File: src/rtl/score_keeper_pkg.sv
// Shared types and widths for the score keeper and the display stage.
package score_keeper_pkg;

    // Score width shared with the binary-to-BCD display conversion.
    localparam int SCORE_W = 18;

    typedef enum logic [1:0] {
        ST_IDLE      = 2'b00,
        ST_PLAYING   = 2'b01,
        ST_GAME_OVER = 2'b10
    } game_state_t;

    typedef enum logic [1:0] {
        WIN_NONE = 2'b00,
        WIN_P1   = 2'b01,
        WIN_P2   = 2'b10,
        WIN_DRAW = 2'b11
    } winner_t;

endpackage

File: src/rtl/score_keeper_if.sv
// Player buttons, game control and score outputs of the score keeper.
interface score_keeper_if;
    import score_keeper_pkg::*;

    logic               btn1_n;
    logic               btn2_n;
    logic               start;
    logic               clear;
    logic [SCORE_W-1:0] score1;
    logic [SCORE_W-1:0] score2;
    logic               game_over;
    logic [1:0]         winner;
    logic [1:0]         point_pulse;

    // Stimulus side: drives buttons and control, observes scores.
    modport master (
        output btn1_n, btn2_n, start, clear,
        input  score1, score2, game_over, winner, point_pulse
    );

    // Score keeper side.
    modport slave (
        input  btn1_n, btn2_n, start, clear,
        output score1, score2, game_over, winner, point_pulse
    );

endinterface

File: src/rtl/score_keeper_button_debounce.sv
// Synchronizes one raw active-low button, debounces it and emits a
// one-cycle strobe on each accepted press. Releases produce nothing.
module button_debounce #(
    parameter int DEBOUNCE_CYCLES = 500000
) (
    input  logic clk,
    input  logic rst_n,
    input  logic btn_n,
    output logic press
);

    localparam int CNT_W = $clog2(DEBOUNCE_CYCLES + 1);

    logic             sync_p0;
    logic             sync_p1;
    logic             filt;
    logic [CNT_W-1:0] cnt;

    // Two-flop synchronizer; idles at released (high).
    always_ff @(posedge clk or negedge rst_n) begin
        if (!rst_n) begin
            sync_p0 <= 1'b1;
            sync_p1 <= 1'b1;
        end else begin
            sync_p0 <= btn_n;
            sync_p1 <= sync_p0;
        end
    end

    // Stability counter: the filtered level follows the synchronized level
    // only after the two have disagreed long enough; a press strobe fires
    // on the released->pressed change of the filtered level.
    always_ff @(posedge clk or negedge rst_n) begin
        if (!rst_n) begin
            filt  <= 1'b1;
            cnt   <= '0;
            press <= 1'b0;
        end else begin
            press <= 1'b0;
            if (sync_p1 == filt) begin
                cnt <= '0;
            end else if (cnt == CNT_W'(DEBOUNCE_CYCLES)) begin
                filt  <= sync_p1;
                cnt   <= '0;
                press <= ~sync_p1;
            end else begin
                cnt <= cnt + CNT_W'(1);
            end
        end
    end

endmodule

File: src/rtl/score_keeper.sv
// Two-player point counter: debounced buttons feed a game FSM that keeps
// both scores, detects the winner and strobes each accepted point.
module score_keeper
    import score_keeper_pkg::*;
#(
    parameter int DEBOUNCE_CYCLES = 500000,
    parameter int WIN_SCORE       = 15,
    parameter int MAX_SCORE       = 999
) (
    input  logic              clk,
    input  logic              rst_n,
    score_keeper_if.slave     ifc
);

    logic               press1;
    logic               press2;

    game_state_t        state;
    logic [SCORE_W-1:0] score1_q;
    logic [SCORE_W-1:0] score2_q;
    logic               game_over_q;
    winner_t            winner_q;
    logic [1:0]         point_pulse_q;

    logic [SCORE_W-1:0] next1;
    logic [SCORE_W-1:0] next2;
    logic               hit1;
    logic               hit2;

    // Increment that sticks at the display ceiling instead of wrapping.
    function automatic logic [SCORE_W-1:0] sat_inc(input logic [SCORE_W-1:0] s);
        if (s >= SCORE_W'(MAX_SCORE))
            return SCORE_W'(MAX_SCORE);
        else
            return s + SCORE_W'(1);
    endfunction

    button_debounce #(.DEBOUNCE_CYCLES(DEBOUNCE_CYCLES)) u_deb1 (
        .clk   (clk),
        .rst_n (rst_n),
        .btn_n (ifc.btn1_n),
        .press (press1)
    );

    button_debounce #(.DEBOUNCE_CYCLES(DEBOUNCE_CYCLES)) u_deb2 (
        .clk   (clk),
        .rst_n (rst_n),
        .btn_n (ifc.btn2_n),
        .press (press2)
    );

    // Candidate scores for this cycle's strobes and whether each hits the win score.
    always_comb begin
        next1 = score1_q;
        next2 = score2_q;
        hit1  = 1'b0;
        hit2  = 1'b0;
        if (press1) begin
            next1 = sat_inc(score1_q);
            hit1  = (next1 == SCORE_W'(WIN_SCORE));
        end
        if (press2) begin
            next2 = sat_inc(score2_q);
            hit2  = (next2 == SCORE_W'(WIN_SCORE));
        end
    end

    // Game FSM with registered outputs; clear outranks start, start outranks presses.
    always_ff @(posedge clk or negedge rst_n) begin
        if (!rst_n) begin
            state         <= ST_IDLE;
            score1_q      <= '0;
            score2_q      <= '0;
            game_over_q   <= 1'b0;
            winner_q      <= WIN_NONE;
            point_pulse_q <= 2'b00;
        end else begin
            point_pulse_q <= 2'b00;
            if (ifc.clear) begin
                state       <= ST_IDLE;
                score1_q    <= '0;
                score2_q    <= '0;
                game_over_q <= 1'b0;
                winner_q    <= WIN_NONE;
            end else begin
                case (state)
                    ST_IDLE: begin
                        if (ifc.start) begin
                            state    <= ST_PLAYING;
                            score1_q <= '0;
                            score2_q <= '0;
                        end
                    end
                    ST_PLAYING: begin
                        score1_q      <= next1;
                        score2_q      <= next2;
                        point_pulse_q <= {press2, press1};
                        if (hit1 || hit2) begin
                            state       <= ST_GAME_OVER;
                            game_over_q <= 1'b1;
                            if (hit1 && hit2)
                                winner_q <= WIN_DRAW;
                            else if (hit1)
                                winner_q <= WIN_P1;
                            else
                                winner_q <= WIN_P2;
                        end
                    end
                    ST_GAME_OVER: begin
                        if (ifc.start) begin
                            state       <= ST_PLAYING;
                            score1_q    <= '0;
                            score2_q    <= '0;
                            game_over_q <= 1'b0;
                            winner_q    <= WIN_NONE;
                        end
                    end
                    default: begin
                        state <= ST_IDLE;
                    end
                endcase
            end
        end
    end

    assign ifc.score1      = score1_q;
    assign ifc.score2      = score2_q;
    assign ifc.game_over   = game_over_q;
    assign ifc.winner      = winner_q;
    assign ifc.point_pulse = point_pulse_q;

endmodule

File: src/flat_wrapper.sv
// flat-port wrapper written by rule: the top's interface ports become plain ports
module score_keeper_flat import score_keeper_pkg::*;
#(
    parameter int DEBOUNCE_CYCLES = 500000,
    parameter int WIN_SCORE       = 15,
    parameter int MAX_SCORE       = 999
)
  (clk, rst_n, ifc_btn1_n, ifc_btn2_n, ifc_start, ifc_clear, ifc_score1, ifc_score2, ifc_game_over, ifc_winner, ifc_point_pulse);
  score_keeper_if ifc_i ();
  input  logic clk;
  input  logic rst_n;
  input wire logic [$bits(ifc_i.btn1_n)-1:0] ifc_btn1_n;
  input wire logic [$bits(ifc_i.btn2_n)-1:0] ifc_btn2_n;
  input wire logic [$bits(ifc_i.start)-1:0] ifc_start;
  input wire logic [$bits(ifc_i.clear)-1:0] ifc_clear;
  output wire logic [$bits(ifc_i.score1)-1:0] ifc_score1;
  output wire logic [$bits(ifc_i.score2)-1:0] ifc_score2;
  output wire logic [$bits(ifc_i.game_over)-1:0] ifc_game_over;
  output wire logic [$bits(ifc_i.winner)-1:0] ifc_winner;
  output wire logic [$bits(ifc_i.point_pulse)-1:0] ifc_point_pulse;
  assign ifc_i.btn1_n = ifc_btn1_n;
  assign ifc_i.btn2_n = ifc_btn2_n;
  assign ifc_i.start = ifc_start;
  assign ifc_i.clear = ifc_clear;
  assign ifc_score1 = ifc_i.score1;
  assign ifc_score2 = ifc_i.score2;
  assign ifc_game_over = ifc_i.game_over;
  assign ifc_winner = ifc_i.winner;
  assign ifc_point_pulse = ifc_i.point_pulse;
  score_keeper #(.DEBOUNCE_CYCLES(DEBOUNCE_CYCLES), .WIN_SCORE(WIN_SCORE), .MAX_SCORE(MAX_SCORE)) u_core (.clk(clk), .rst_n(rst_n), .ifc(ifc_i));
endmodule
File: config.mk
export PLATFORM = sky130hd
export DESIGN_NAME = score_keeper_flat
export DESIGN_NICKNAME = d
export VERILOG_FILES = /design/src/rtl/score_keeper_pkg.sv /design/src/rtl/score_keeper_if.sv /design/src/rtl/score_keeper_button_debounce.sv /design/src/rtl/score_keeper.sv /design/src/flat_wrapper.sv
export SDC_FILE = /design/constraint.sdc
export NUM_CORES = 1
export LEC_CHECK = 0
export ABC_CLOCK_PERIOD_IN_PS = 1900
export CORE_MARGIN = 8
export CORE_UTILIZATION = 53
export CTS_BUF_LIST = sky130_fd_sc_hd__clkbuf_2
export DETAILED_ROUTE_END_ITERATION = 6
export PLACE_DENSITY = 0.87
export SYNTH_ARGS = -nofsm -noshare
export SYNTH_HDL_FRONTEND = slang
export SYNTH_HIERARCHICAL = 1
export SYNTH_SLANG_ARGS = --single-unit
File: constraint.sdc
create_clock -name clk -period 1.9 [get_ports clk]
set_input_delay 0.38 -clock clk [delete_from_list [all_inputs] [get_ports clk]]
set_output_delay 0.38 -clock clk [all_outputs]
set_load 0.02 [all_outputs]
* Word-level counts from Yosys, hierarchy flattened
Cells that the tools add are included.
Word-level totals: bits in registers 89, logic and storage cells 88
Operators by class: muxes and demuxes 37, add/subtract/negate cells 4, equal/unequal tests 13, $lt $le $gt $ge 2, bitwise logic cells 4, reductions and logical operators 12
Operators by type and width (count):
- 18-bit two-way mux | 9
- 19-bit two-way mux | 4
- 18-bit one-hot mux with 2 select lines | 2
- 19-bit by 1-bit adder with 19-bit output, second input constant | 2
- 19-bit == test, second input constant | 2
- 18-bit by 1-bit adder with 18-bit output, second input constant | 2
- 18-bit by 4-bit == test with 1-bit output, second input constant | 2
- 18-bit by 10-bit >= comparator with 1-bit output, second input constant | 2
- 2-bit two-way mux | 10
- 1-bit two-way mux | 9
- 3-bit != test, second input constant | 3
- 3-bit AND reduction | 3
- 2-bit one-hot mux with 2 select lines | 2
- 2-bit AND reduction | 3
- 3-bit nonzero test | 2
- 1-bit NOT | 4
- 3-bit by 1-bit != test with 1-bit output, second input constant | 1
- 3-bit by 2-bit != test with 1-bit output, second input constant | 1
- 1-bit == test | 2
- 2-bit by 1-bit == test with 1-bit output, second input constant | 1
- 2-bit == test, second input constant | 1
- 2-bit logical NOT | 1
- 1-bit one-hot mux with 2 select lines | 1
- 2-bit OR reduction | 1
- 2 further kinds | 2

* Logic depth before layout (Yosys ltp)
word-level depth 10, depth in mapped cells 7

* By module
The synthesis kept the hierarchy.
Modules (own cells, without submodules):
- button_debounce | sequential area each 579.3 sq um, area each 1147.4 sq um, times used 2, cells an instance 108
- score_keeper | sequential area each 1076.0 sq um, area each 2288.4 sq um, times used 1, cells an instance 237

* Worst setup path after synthesis
No wires, ideal clock.
kind reg2reg, start register u_core.score2_q[0], in the netlist u_core/ifc.score2[0], end register u_core.state[0], path slack -0.126 ns, path buffers 1, required time 1.770 ns, data arrival time 1.896 ns, library setup time 0.130 ns, cell stages (with the launch flop) 8, clock period less this slack 2.026 ns, cells stage by stage dfrtp_1 > ha_1 > a211o_1 > and3_4 > buf_6 > nor4b_4 > and3_1 > o31ai_1
On the way: cells in the longest elaborated chain, start to end 8, elaborated cells between the ends (all ways) 9, classes of those cells add/sub (1); order compare (1); eq/ne (2); mux (3); reduce/logical (2)
RTL lines:
- from (decl) | line score_keeper.sv:20 | logic [SCORE_W-1:0] score2_q;
- from (signal assigned) | line score_keeper.sv:96 | score2_q <= next2;
- 18-bit by 1-bit adder with 18-bit output or 18-bit by 10-bit >= comparator with 1-bit output (tied branches) | line score_keeper.sv:35, score_keeper.sv:32
- 18-bit two-way mux * | line score_keeper.sv:32 | if (s >= SCORE_W'(MAX_SCORE))
- 18-bit two-way mux * | line score_keeper.sv:62 | if (press2) begin
- 18-bit by 4-bit == test with 1-bit output * | line score_keeper.sv:64 | hit2 = (next2 == SCORE_W'(WIN_SCORE));
- 1-bit two-way mux * | line score_keeper.sv:62
- 1-bit logical OR * | line score_keeper.sv:98 | if (hit1 || hit2) begin
- 3-bit by 2-bit != test with 1-bit output (no line) *
- 2-bit AND reduction (no line) *
- to (signal assigned) | line score_keeper.sv:71 | state <= ST_IDLE;
- to (signal assigned) | line score_keeper.sv:99 | state <= ST_GAME_OVER;
- to (signal assigned) | line score_keeper.sv:111 | state <= ST_PLAYING;
- to (decl) | line score_keeper.sv:18 | game_state_t state;
Mark *: on every way between the ends. The rest lies on a longest branch, timed or not. The select of a mux whose other input is x is not followed. A chain may end at the register's enable or synchronous reset.

* Worst setup path in the final report
start register u_core.u_deb1.cnt[11], end register u_core.u_deb1.cnt[2]
On the way: cells in the longest elaborated chain, start to end 3
RTL lines:
- from (decl) | line score_keeper_button_debounce.sv:17 | logic [CNT_W-1:0] cnt;
- from (signal assigned) | line score_keeper_button_debounce.sv:47 | cnt <= cnt + CNT_W'(1);
- 19-bit == test | line score_keeper_button_debounce.sv:42 | end else if (cnt == CNT_W'(DEBOUNCE_CYCLES)) begin
- 19-bit two-way mux | line score_keeper_button_debounce.sv:42
- 19-bit two-way mux | line score_keeper_button_debounce.sv:40 | if (sync_p1 == filt) begin
No other way between the ends.

==> impl_metrics.yaml <==
timing:
  worst_clock_skew_ns: 0.0457
  finalHoldViolCount: 0
  tns_ns: -1.11
  slew_headroom: 0.714
  tightest_slew_ns: 0.425
  rsz0062_at_grt: "true"
  min_period_over_period: 1.05
  timing.final.ws_setup_ns: -0.0915
  slew_violations: 0
  fmax_ghz: 0.502
  finalSetupViolCount: 20
  min_period_ns: 1.99
global_route:
  grt_start_max_net_pins: 37
  grt_pass1_vias: 3936
  grt_pass1_wl_um: 17800
  grt_usage: 0.183
  antenna_found_initial: 0
  grt_overflow: 0
route:
  dr.pass1.iters: 4
  via_per_inst: 5.96
  wl_per_cell_um: 16.7
  ant_nets: 0
  drc_errors: 0
  wl_um: 11100
  vias: 3972
  dr.first_iter.drc_count: 268
pwr:
  p_leak_nw: 2.69
  vdd_drop_max_mv: 0.318
  power_w: 0.00330
  p_per_area_nw_per_um2: 570
final_layout:
  antenna_cells: 0
  fill_cells: 626
  final_util: 0.676
  nets: 565
  multiInputGateArea_um2: 2270
  regArea_um2: 2250
  syn2layout_area_growth_pct: 26.2
  drive_gt1_frac: 0.274
cts:
  cts_tree: "done"
  cts.path.max_buffers: 2
  clock_sinks: 89
  clk_latency_ns: 0.56
  cts_buffers: 9
  cts_htree_levels: 3
  root_buffer: "clkbuf_2"
  path_clk_slew_ns: 0.24
setup_path:
  critPathKind: "reg -> reg"
  critPathMaxFanout: 6
  r2r_cells: 6
  start_kind: "flip-flop"
  arrival_ns: 2.45
  cp-end-kind: "flip-flop"
  required_ns: 2.36
floorplanning:
  ios: 47
  initial_utilization: 0.536
  row_count: 34
  coreArea_um2: 8550
  die_w_um: 109
  die_y_um: 109
  die_area_um2: 11900
hold_path:
  worstHoldPathType: "in -> reg"
  whs_path_depth: 1
synthesis:
  synthTopCellsByCount: "dfrtp_1, nor2_1, o21ai_0, nand2_1, inv_1"
  syn_nets: 465
  synthDominantCellAreaShare: 0.453
  yosysWarnings: 6
  synth_top_area_cell: "dfrtp_1"
  ys.flop_type: "dfrtp_1"
  syn_inst: 453
  seq_area_frac_synth: 0.488
  yosysUniqueCellTypes: 66
  synth_edf_count: 0
  yosys.cell_count.top_type: "dfrtp_1"
  synthTopCellsByArea: "dfrtp_1, o21ai_0, dfstp_2"
  netlist_area_um2: 4580
  avgSynthCellArea_um2: 10.1
  asyncSetResetFlopFracSynth: 1.00
  ys_ff_latch: 89
placed_design:
  post-place-ws_ns: -0.0890
  gp_congestion: 0.847
  place_hpwl_um: 7510
  portBuffers: 46
flow_run:
  cap_violations: 0
outcome:
  violations: "setup timing"
  status: "finished with violations"
final cells by class:
class                   count  share of cell area
inverters                  19              0.0123
clock buffers               9             0.00779
well taps                 108              0.0234
multi-input cells         326               0.392
flip-flops and latches     89               0.389
clock inverters             7              0.0177
repair buffers            108               0.157
sequential cells by signal, summed over array words and instances (netlist names):
name and flops:
u_core/u_deb2/sync_p0 1, u_core/ifc.point_pulse 2, u_core/u_deb1/sync_p1 1, u_core/u_deb1/press 1, u_core/u_deb1/filt 1, u_core/u_deb2/filt 1, u_core/u_deb1/cnt 19, u_core/ifc.score1 18
u_core/ifc.winner 2, u_core/u_deb2/press 1, u_core/ifc.score2 18, u_core/u_deb2/cnt 19, u_core/ifc.game_over 1, u_core/u_deb1/sync_p0 1, u_core/u_deb2/sync_p1 1, u_core/state 2
critical path: stages, from the launching register on:
cell and delay (ns):
dfrtp_1 0.48, nor4b_1 0.38, nand4_1 0.20, buf_4 0.18
o41ai_4 0.41, buf_2 0.23, nor2_1 0.05
final timing paths:
| kind | from | endpoint | slack [ns] |
|---|---|---|---|
| worst max-delay path | u_core/u_deb1/cnt[11]$_DFF_PN0_ | u_core/u_deb1/cnt[2]$_DFF_PN0_ | -0.09 |
| worst min-delay path | ifc_btn1_n | u_core/u_deb1/sync_p0$_DFF_PN1_ | 0.22 |
| worst max register to register | u_core/u_deb1/cnt[11]$_DFF_PN0_ | u_core/u_deb1/cnt[2]$_DFF_PN0_ | -0.09 |
| worst min register to register | u_core/u_deb1/sync_p0$_DFF_PN1_ | u_core/u_deb1/sync_p1$_DFF_PN1_ | 0.38 |
| max in group asynchronous | rst_n | u_core/u_deb2/filt$_DFFE_PN1P_ | 1.04 |
| min in group asynchronous | rst_n | u_core/ifc.point_pulse[1]$_DFF_PN0_ | 0.26 |
routing by layer:
layer,up-vias,track usage,wire [µm]
met3,23,0.0319,593
met2,104,0.310,5580
met4,0,0.0684,218
li1,1852,-,-
met1,1993,0.228,4720
met5,-,0,0
report_power, final:
group	internal [W]	leakage, nW	switching [W]
Sequential	0.00192	1.19	0.0000168
Clock	0.000450	0.0831	0.000694
Combinational	0.0000979	1.41	0.000120
Total	0.00247	2.69	0.000831
kinds of logic after synthesis:
kind of cell / share of synthesized area
AO/OA/AOI/OAI: 0.143
XOR/XNOR: 0.0497
adder cells (fa/ha/maj): 0.0164
buffers and inverters: 0.0385
flip-flops: 0.488
multiplexers: 0.00955
AND/OR/NAND/NOR: 0.255
per-stage QoR:
stage          std cells  area [µm²]  hold WS [ns]
2_1_floorplan        453        4600        0.0844
3_3_place_gp         631        5430         0.323
3_5_place_dp         631        5430         0.329
4_1_cts              656        5630         0.187
5_1_grt              666        5780         0.162
6_report             666        5780         0.221
what timing repair did:
| action | CTS | global route |
|---|---|---|
| gates cloned | 0 | 1 |
| hold buffers | 1 | 0 |
| endpoints found under the setup margin | 55 | 59 |
| pin swaps | 3 | 9 |
| endpoints found under the hold margin | 20 | 0 |
| setup buffers | 8 | 9 |
| resized for setup | 58 | 26 |
cell usage in the layout, fill, tap and decap left out, drive strengths merged, types with 5 or more instances in the layout:
| cell type | count |
|---|---|
| dlygate4sd2 | 36 |
| o41ai | 5 |
| and3 | 9 |
| xor2 | 16 |
| inv | 21 |
| and2 | 18 |
| or4 | 11 |
| clkbuf | 12 |
| nor3 | 15 |
| nand3 | 20 |
| o31ai | 7 |
| nand2 | 27 |
| nor2 | 40 |
| or3 | 7 |
| nor4 | 5 |
| o21ai | 40 |
| dfstp | 6 |
| xnor2 | 10 |
| a21oi | 16 |
| buf | 63 |
| and4 | 7 |
| dfrtp | 83 |
| nand4 | 14 |
| ha | 6 |
Note: power is estimated with default switching activity, not from simulation.
